==> src/rtl/sa_pkg.sv <==
// Shared definitions for the systolic-array drain path: FSM state encoding
// and the default element width / array dimension used by the array itself.
package sa_pkg;

    typedef enum logic [1:0] {
        IDLE  = 2'd0,
        WAIT  = 2'd1,
        DRAIN = 2'd2
    } state_t;

    localparam int SA_DW = 8;
    localparam int SA_N  = 2;

endpackage

==> src/rtl/sa_drain.sv <==
// Drains an N x N systolic-array result tile, row-major, over a valid/ready port.
// Optional macro SA_DRAIN_RELU_EN clamps negative captured elements to zero.
module sa_drain
    import sa_pkg::*;
#(
    parameter int DW  = SA_DW,
    parameter int N   = SA_N,
    parameter int LAT = 5,
    localparam int RW = (N > 1) ? $clog2(N) : 1,
    localparam int IW = (N > 1) ? $clog2(N * N) : 1
) (
    input  logic                          clk,
    input  logic                          rst,
    input  logic                          start,
    input  logic [N-1:0][N-1:0][DW-1:0]   s_in,
    output logic [DW-1:0]                 out_data,
    output logic [RW-1:0]                 out_row,
    output logic [RW-1:0]                 out_col,
    output logic                          out_valid,
    input  logic                          out_ready,
    output logic                          out_last,
    output logic                          busy,
    output logic                          done,
    output logic                          overrun
);

    state_t          state_q;
    logic [7:0]      cnt_q;
    logic [RW-1:0]   row_q, row_d;
    logic [RW-1:0]   col_q, col_d;
    logic [IW-1:0]   idx_q, idx_d;
    logic [DW-1:0]   tile_q [N*N];
    logic            done_q;
    logic            overrun_q;

    function automatic logic [DW-1:0] capVal(input logic [DW-1:0] v);
`ifdef SA_DRAIN_RELU_EN
        return v[DW-1] ? '0 : v;
`else
        return v;
`endif
    endfunction

    assign out_valid = (state_q == DRAIN);
    assign out_last  = out_valid && (row_q == RW'(N - 1)) && (col_q == RW'(N - 1));
    assign out_data  = tile_q[idx_q];
    assign out_row   = row_q;
    assign out_col   = col_q;
    assign busy      = (state_q != IDLE);
    assign done      = done_q;
    assign overrun   = overrun_q;

    // Row-major successor of the current drain coordinate.
    always_comb begin
        row_d = row_q;
        col_d = col_q + RW'(1);
        idx_d = idx_q + IW'(1);
        if (col_q == RW'(N - 1)) begin
            col_d = '0;
            row_d = row_q + RW'(1);
        end
    end

    always_ff @(posedge clk or negedge rst) begin
        if (!rst) begin
            state_q   <= IDLE;
            cnt_q     <= '0;
            row_q     <= '0;
            col_q     <= '0;
            idx_q     <= '0;
            done_q    <= 1'b0;
            overrun_q <= 1'b0;
            for (int i = 0; i < N * N; i++) begin
                tile_q[i] <= '0;
            end
        end else begin
            done_q <= 1'b0;
            if (start && (state_q != IDLE)) begin
                overrun_q <= 1'b1;
            end
            case (state_q)
                IDLE: begin
                    if (start) begin
                        state_q <= WAIT;
                        cnt_q   <= '0;
                    end
                end
                WAIT: begin
                    // Results are only stable once, so s_in is sampled on this single edge.
                    if (cnt_q == 8'(LAT - 1)) begin
                        state_q <= DRAIN;
                        row_q   <= '0;
                        col_q   <= '0;
                        idx_q   <= '0;
                        for (int r = 0; r < N; r++) begin
                            for (int c = 0; c < N; c++) begin
                                tile_q[IW'(r * N + c)] <= capVal(s_in[r][c]);
                            end
                        end
                    end else begin
                        cnt_q <= cnt_q + 8'd1;
                    end
                end
                DRAIN: begin
                    if (out_ready) begin
                        if (out_last) begin
                            state_q <= IDLE;
                            done_q  <= 1'b1;
                            row_q   <= '0;
                            col_q   <= '0;
                            idx_q   <= '0;
                        end else begin
                            row_q <= row_d;
                            col_q <= col_d;
                            idx_q <= idx_d;
                        end
                    end
                end
                default: state_q <= IDLE;
            endcase
        end
    end

endmodule

==> config.mk <==
export PLATFORM = sky130hd
export DESIGN_NAME = sa_drain
export DESIGN_NICKNAME = d
export VERILOG_FILES = /design/src/rtl/sa_pkg.sv /design/src/rtl/sa_drain.sv
export SDC_FILE = /design/constraint.sdc
export NUM_CORES = 1
export LEC_CHECK = 0
export ABC_CLOCK_PERIOD_IN_PS = 5600
export CELL_PAD_IN_SITES_DETAIL_PLACEMENT = 1
export CELL_PAD_IN_SITES_GLOBAL_PLACEMENT = 1
export CORE_ASPECT_RATIO = 1.5
export CORE_MARGIN = 2
export CORE_UTILIZATION = 38
export CTS_CLUSTER_SIZE = 16
export DETAILED_ROUTE_END_ITERATION = 16
export PLACE_DENSITY = 0.95
export SETUP_SLACK_MARGIN = 0.1
export SYNTH_ARGS = -nofsm -noshare
export SYNTH_HDL_FRONTEND = slang
export SYNTH_SLANG_ARGS = --single-unit
==> constraint.sdc <==
create_clock -name clk -period 5.6 [get_ports clk]
set_input_delay 1.4 -clock clk [delete_from_list [all_inputs] [get_ports clk]]
set_output_delay 1.4 -clock clk [all_outputs]
set_load 0.005 [all_outputs]
# --- Word level (Yosys, flattened, before mapping) ---
# Index checks and enable logic that the tools add are counted.
word_totals:
  register_bits: 32
  latchBits: 0
  mem_bits_rw: 0
  rom_bits: 0
  input_bits: 36
  output_inout_bits: 15
  wordCells: 63
  memories: 0
op_classes:
  add_sub_neg: 4
  n_mul: 0
  n_div: 0
  magnitude_cmp: 1
  n_eq_ne: 9
  shift: 0
  mux: 27
  bitwise_logic: 1
  reduce_logical: 12
ops:
  columns: ["op", "n"]
  rows:
  - ["$mux W8", 4]
  - ["$bmux W8 S2", 1]
  - ["$pmux W8 S2", 1]
  - ["$mux W2", 7]
  - ["$mux W1", 10]
  - ["$add A8 B1 Y8 const B", 1]
  - ["$eq A8 B3 Y1 const B", 1]
  - ["$reduce_and A4 Y1", 2]
  - ["$ne A2 B2 Y1 const B", 3]
  - ["$pmux W2 S3", 1]
  - ["$reduce_and A3 Y1", 2]
  - ["$reduce_bool A2 Y1", 3]
  - ["$ne A2 B1 Y1 const B", 2]
  - ["$pmux W1 S2", 2]
  - ["$pmux W2 S2", 1]
  - ["$ge A3 B3 Y1 const B", 1]
  - ["$logic_and A1 B1 Y1", 3]
  - ["$ne A3 B1 Y1 const B", 1]
  - ["$not A2 Y3", 1]
  - ["$add A1 B1 Y1 const B", 2]
  - ["$add A2 B1 Y2 const B", 1]
  - ["$eq A2 B1 Y1 const B", 1]
  - ["$eq A2 B2 Y1 const B", 1]
  - ["$logic_not A2 Y1", 1]
  - ["$reduce_and A2 Y1", 1]

# --- Depth between registers and ports, before layout ---
logic_depth:
  ltp_word: 6
  ltp_mapped: 9

# --- Worst setup path after synthesis ---
# No wires, ideal clock.
synth_path:
  path_type: "register to output"
  start: "register idx_q[0]"
  end: "output port out_data[0]"
  arrival_ps: 1024
  required_time_ps: 4200
  slack_ps: 3176
  stages_incl_launch_ff: 4
  n_path_buf: 1
  cell_sequence: "dfrtp_1 clkbuf_1 mux2i_1 nor2_1"
synth_between:
  elab_chain_len: 4
synth_lines:
  columns: ["item", "line_no", "rtl"]
  rows:
  - ["from (decl)", "sa_drain.sv:31", "logic [IW-1:0] idx_q, idx_d;"]
  - ["from (signal assigned)", "sa_drain.sv:115", "idx_q <= idx_d;"]
  - ["$not A2 Y3 (implied by the code)", "sa_drain.sv:46", "assign out_data = tile_q[idx_q];"]
  - ["$bmux W8 S2", "sa_drain.sv:46", null]
  - ["$mux W8 (implied by the code) (2 in series)", "sa_drain.sv:46", null]
  - ["to (decl)", "sa_drain.sv:16", "output logic [DW-1:0] out_data,"]
# Every way passes these cells. The select of a mux whose other input is x is not followed.

# --- Worst setup path after layout ---
layout_path:
  start: "register idx_q[0]"
  end: "output port out_data[1]"
# The elaborated chain is that of the path after synthesis.

==> results_tabular.tex <==
\begin{tabular}{lr}
\hline
Metric & Value \\
\hline
\multicolumn{2}{l}{\textbf{Place}} \\
\quad HPWL after detailed placement & 2740 um \\
\quad RD Place Congestion & around 0.71 \\
\quad IO Port Bufs & 34 \\
\quad Post-Place Worst Slack & 2690 ps \\
\multicolumn{2}{l}{\textbf{GRT}} \\
\quad Largest net degree at the start of global routing & 33 \\
\quad Via count of the first global-routing pass & approximately 1,300 \\
\quad Antenna violations before repair & 0 \\
\quad First-pass GRT wire length & about 6400 um \\
\quad Total routing usage reported by global routing & 0.172 \\
\quad Remaining global-route overflow & 0 \\
\multicolumn{2}{l}{\textbf{Drt}} \\
\quad Via Count & between 1,000 and 1,500 \\
\quad Avg WL per Cell & roughly 17 um \\
\quad Total length of routed wires & 3900 um \\
\quad Starting DRC count in detailed routing & 27 \\
\quad DRC & 0 \\
\quad Number of vias per cell & 5.23 \\
\quad TritonRoute pass-1 iters & 4 \\
\quad Post-route antenna net violation count & 0 \\
\multicolumn{2}{l}{\textbf{Worst setup path}} \\
\quad Number of buffers and inverters on the critical path & 1 \\
\quad Cell family with most CP delay & flip-flops \\
\quad Type of element launching the critical path & register \\
\quad Crit Path Category & register to primary output \\
\quad Largest stage delay on the critical path & just under 700 ps \\
\quad Crit Path Max Fanout & 12 \\
\quad Req. time, crit path & roughly 4200 ps \\
\quad Type of destination of the critical path & primary output \\
\quad WP data arrival & 1860 ps \\
\quad Slowest library cell on the worst path & dfrtp\_1 \\
\quad Critical Path, Cell by Cell & mux2i\_1 -> nor2\_1 -> clkdlybuf4s50\_1 \\
\multicolumn{2}{l}{\textbf{Timing}} \\
\quad Worst Hold Slack & roughly 470 ps \\
\quad TNS Setup & 0 ps \\
\quad Final Cycle Share & 0.582 \\
\quad Final worst slack & 2340 ps \\
\quad Relative max-transition margin & 0.206 \\
\quad RSZ-0062 raised after global routing & no \\
\quad Setup violation total in the final timing report & 0 \\
\quad Number of max-slew violations in the final report & 0 \\
\quad Worst-case clock skew & 9.52 ps \\
\quad F\_max & approximately 310 MHz \\
\quad Period minus WS final & around 3300 ps \\
\quad Count of endpoints failing hold in the final timing report & 0 \\
\quad Transition time at the pin with the least slew margin & 1180 ps \\
\multicolumn{2}{l}{\textbf{Cells and area}} \\
\quad Total inserted antenna cells & 0 \\
\quad Fraction of final layout cells with drive strength greater than 1 & 0.165 \\
\quad Layout Area Growth over Synthesis & 28.8\% \\
\quad Net total in the final layout & 229 \\
\multicolumn{2}{l}{\textbf{Run}} \\
\quad Maxcap violations & 0 \\
\multicolumn{2}{l}{\textbf{Synth}} \\
\quad Dominant synthesized flop cell & dfrtp\_1 \\
\quad Cell accounting for the most synthesized area & dfrtp\_1 \\
\quad Share of the synthesized area in the top cell type & 0.477 \\
\quad Net count after synthesis & 192 \\
\quad Post-synthesis area per instance & roughly 11 sq um \\
\quad Fraction of registers with async set/reset & 1.00 \\
\quad Post-synthesis sequential area ratio & 0.477 \\
\quad Post-synth EDFFs & 0 \\
\quad Number of distinct standard cells referenced by the synthesized netlist & 35 \\
\quad Cells taking the most area after synthesis & dfrtp\_1 48\%, mux2\_4 8.9\%, mux2\_2 6.0\%, mux2i\_1 5.4\%, ha\_1 4.5\% \\
\quad Cell area after synthesis & about 1700 sq um \\
\quad Flip-flop and latch count after synthesis & 32 \\
\quad Most used standard cell by instance count after synthesis & dfrtp\_1 \\
\quad Yosys synthesis warning count & 16 \\
\quad Most common library cells after synthesis & 32 x dfrtp\_1, 20 x nand2\_1, 13 x nor2\_1 \\
\quad Cells after synthesis & 150 \\
\multicolumn{2}{l}{\textbf{Clock network}} \\
\quad Number of clock buffers inserted by TritonCTS & 5 \\
\quad Clock latency of the later-clocked register in the worst-skew pair & approximately 290 ps \\
\quad CTS-repair resized insts & 0 \\
\quad Hold buffers post-CTS & 0 \\
\quad Clock root cell & clkbuf\_8 \\
\quad CTS Buffer Depth & 2 \\
\quad Clock-pin transition on the worst setup and hold timing paths & 70 ps \\
\quad Setup bufs post-CTS & 0 \\
\quad Clock tree from TritonCTS & built \\
\quad Number of levels in the clock H-tree & 2 \\
\quad Clk sink count & 32 \\
\multicolumn{2}{l}{\textbf{Die}} \\
\quad Core footprint & 4250 sq um \\
\quad Initial core utilization & 0.396 \\
\quad Number of rows in the core area & 29 \\
\quad Vertical die dimension & 85.4 um \\
\quad I/O pin cnt & 51 \\
\quad Full die area & $\sim$5000 sq um \\
\quad Width of the die & 58.3 um \\
\multicolumn{2}{l}{\textbf{Power}} \\
\quad Power per cell area & 536 nW/um\^{}2 \\
\quad Combinational power share & 0.447 \\
\quad Switching power share of the total & 0.343 \\
\quad Internal power component & $\sim$0.00076 W \\
\quad Clock share of power & 0.192 \\
\quad Reported leakage power & 0.946 nW \\
\quad Sw Pwr & 0.000398 W \\
\quad Worst ir drop on vdd & around 370 uV \\
\quad Sequential share of power & 0.361 \\
\multicolumn{2}{l}{\textbf{Outcome}} \\
\quad Result of the run & finished clean \\
\multicolumn{2}{l}{\textbf{Hold path}} \\
\quad Class of the most critical hold timing path & register to register \\
\hline
\end{tabular}
## routing by layer
| metal | up-vias | track usage | share of wire |
|---|---|---|---|
| li1 | 590 | - | - |
| met1 | 612 | 0.214 | 0.43 |
| met2 | 17 | 0.280 | 0.54 |
| met3 | 5 | 0.0366 | 0.017 |
| met4 | 0 | 0.0761 | 0.020 |
| met5 | - | 0 | 0 |
## flip-flops by register name, summed over array words and instances, names as in the netlist
name,cells
tile_q,16
state_q,2
overrun,1
idx_q,2
cnt_q,8
out_col,1
out_row,1
done,1
## path summary, 6_finish.rpt
path | startpoint | to | slack (ps) | cells after the start
setup / recovery | idx_q[0] | out_data[1] | 2340 | 3
hold / removal | overrun | overrun | 470 | 1
setup reg to reg | state_q[1] | tile_q[23] | 2640 | 6
hold reg to reg | overrun | overrun | 470 | 1
max in group asynchronous | rst | cnt_q[6] | 3770 | 2
min in group asynchronous | rst | tile_q[20] | 1520 | 2
## per-stage QoR
step	instances	cell area, sq um	utilization	power [W]
6_report	234	2160	0.510	0.00116
5_1_grt	234	2160	0.510	0.00124
4_1_cts	234	2160	0.510	0.00117
3_5_place_dp	226	2060	0.484	0.000939
3_3_place_gp	226	2060	0.484	0.000909
2_1_floorplan	150	1680	-	0.000716
## layout by cell type (no fill, tap or decap), drive strengths merged, types with 3 or more instances in the layout
cell           instances
clkbuf                 6
clkdlybuf4s50         34
dfrtp                 32
ha                     6
inv                    7
mux2                  19
mux2i                  9
nand2                 20
nand2b                 3
nand3                  4
nor2                  13
o211ai                 3
o21ai                  5
## worst reg2reg max path: stages, from the launching register on
cell and delay, ps:
dfrtp_1 380, inv_1 130, ha_1 410, inv_1 170, nor2_1 160, nand4bb_1 940
mux2_2 640
## logic make-up after synthesis
| logic type | synth area share |
|---|---|
| flops | 0.477 |
| mux | 0.203 |
| buf+inv | 0.0373 |
| fa+ha+maj | 0.0447 |
| simple gates | 0.160 |
| xor+xnor | 0.0104 |
| compound gates | 0.0671 |
## power groups by stage
| stage | sequential, W | combinational (W) | clock (W) |
|---|---|---|---|
| global route | 0.000433 | 0.000569 | 0.000240 |
| global placement | 0.000413 | 0.000496 | 0 |
| CTS | 0.000418 | 0.000527 | 0.000227 |
| detailed placement | 0.000420 | 0.000519 | 0 |
| floorplan | 0.000383 | 0.000333 | 0 |
| finish | 0.000418 | 0.000518 | 0.000223 |
## layout make-up
type | instances | area (sq um)
Clock buffer | 6 | 72.6
Clock inverter | 2 | 35.0
Fill cell | 447 | 2080
Inverter | 7 | 26.3
Multi-Input combinational cell | 105 | 816
Sequential cell | 32 | 801
Tap cell | 46 | 57.6
Timing Repair Buffer | 36 | 355
Note: power is estimated with default switching activity, not from simulation.
==> edit, RTL diff (config.mk and constraints unchanged) <==
Change the package constant `SA_DW` from 8 to 10.
--- a/src/rtl/sa_pkg.sv
+++ b/src/rtl/sa_pkg.sv
@@ -8,7 +8,7 @@
         DRAIN = 2'd2
     } state_t;
 
-    localparam int SA_DW = 8;
+    localparam int SA_DW = 10;
     localparam int SA_N  = 2;
 
 endpackage
Interface: changed (resized out_data and s_in); port bits go from 51 to 61. No check against the original RTL was run, so the function may have changed too.
==> edit against the original RTL <==
Setup slack worse by 0.029 ns; first-iteration DRC count up 110%; register-to-register slack better by 0.44 ns; area after synthesis up 24%; final area up 21%; routed wire length up 31%; count of clock-buffer cells in the layout unchanged; sequential power up 14%; via count up 27%; sequential cell count up 4; total power up 15%; utilization down 2.4 points; sequential share of layout area down 2.5 points.
==> edit: results (changes against the original RTL) <==
- Inst Count DP: 282 (+25%)
- Sw Share: 0.346 (+0.00313)
- Buffering overhead: 0.159 (-0.00495)
- Filler cells: 592 (+32%)
- Clock tree cell share of total cell area: 0.0413 (-0.00847)
- Initial DRC count: 58 (+110%)
- Sequential share of the synthesized area: 0.433 (-0.0439)
- Multi-input gates: 127 (+21%)
- Area contributors post-synth: dfrtp_1, mux2_4, mux2i_1, ha_1, nor2_1
- Worst Tran Pin Value: 0.711 ns (-0.473 ns)
- Share of layout cells above drive strength 1: 0.177 (+0.0124)
- Warnings from Yosys: 20 (+4)
- Metal2 WL: 2840 um (+36%)
- Max rail drop VDD: 0.186 mV (-50%)
- Vias per cell: 5.37 (+2.6%)
- Buffers outside the clock class: 42 (+17%)
- GR Util All Layers: 0.176 (+0.00437)
- IO Port Bufs: 40 (+18%)
- Max Clock Skew: 0.00694 ns (-0.00258 ns)
- Arrival time at the worst endpoint: 1.89 ns (+0.03 ns)
- Avg Inst Size Synth: 11.6 um^2 (+3.8%)
- Final #Nets: 269 (+17%)
- Leak: 1.18 nW (+24%)
- Final sequential cell count: 36 (+13%)
- P&R area growth vs syn: 25.3%
- First-pass GRT wire length: 8260 um (+29%)
- Wire length on met3: 158 um (+140%)
- Hold Path Sink: overrun$_DFFE_PN0P_
- Placed inst area: 0.00250 mm^2 (+22%)
- Vias: 1557 (+27%)
- Outcome: finished clean
- Largest net degree at the start of global routing: 37 (+12%)
- Synthesized Nets: 229 (+19%)
- Pre-CTS setup slack: 2.60 ns (-0.0849 ns)
- R2r setup slk: 3.08 ns (+0.44 ns)
- Met1 Wirelength: 2040 um (+22%)
- Most common library cells after synthesis: dfrtp_1, mux2_4, nor2_1
- Top flop regs: tile_q (20), cnt_q (8)
- Hold slack: 0.462 ns (-0.00784 ns)
- Post_cts resized: 0 (unchanged)
- Multi-input combinational area share: 0.410 (+0.0332)
- Register Area: 901 um^2 (+13%)
- Crit-path max cell delay: 0.79 ns (+0.10 ns)
- Reg-to-Reg End: tile_q[21]$_DFFE_PN0P_
- Depth of the worst register-to-register path: 6 (unchanged)
- Synth unique cells: 49 (+40%)
==> edit: changes by cell type in the layout (fill, tap and decap cells not counted), sizes merged, moves of 3 or more <==
| cell | unedited run | this run |
|---|---|---|
| dfrtp | 32 | 36 |
| nor2 | 13 | 17 |
| a21oi | 0 | 3 |
| nand2 | 20 | 10 |
| clkdlybuf4s50 | 34 | 40 |
| nand3 | 4 | 8 |
| nor2b | 0 | 4 |
| mux2i | 9 | 15 |
==> edit: power by group through the flow <==
stage               combinational (mW)  clock, mW  sequential [mW]
floorplan                        0.439          0            0.427
global placement                 0.610          0            0.461
detailed placement               0.637          0            0.480
CTS                              0.645      0.229            0.476
global route                     0.697      0.239            0.490
finish                           0.633      0.222            0.477
==> edit: layer usage <==
metal  track usage  vias to the layer above
met2         0.326                       39
met3        0.0286                        9
met1         0.202                      792
met4        0.0638                        0
met5             0                        -
li1              -                      717
==> edit: cells by family after synthesis <==
family / Yosys count / synth area share
buf+inv: 16 / 0.0529
fa+ha+maj: 6 / 0.0361
compound gates: 29 / 0.110
flops: 36 / 0.433
simple gates: 56 / 0.148
mux: 36 / 0.220
==> edit: worst max-delay path by stage <==
stage | to | startpoint | slack [ns]
floorplan | out_data[0] | idx_q[0]$_DFFE_PN0P_ | 2.99
global placement | out_data[2] | idx_q[0]$_DFFE_PN0P_ | 2.65
detailed placement | out_data[1] | idx_q[0]$_DFFE_PN0P_ | 2.60
CTS | out_data[1] | idx_q[0]$_DFFE_PN0P_ | 2.29
global route | out_data[5] | idx_q[0]$_DFFE_PN0P_ | 2.14
finish | out_data[9] | idx_q[0]$_DFFE_PN0P_ | 2.31
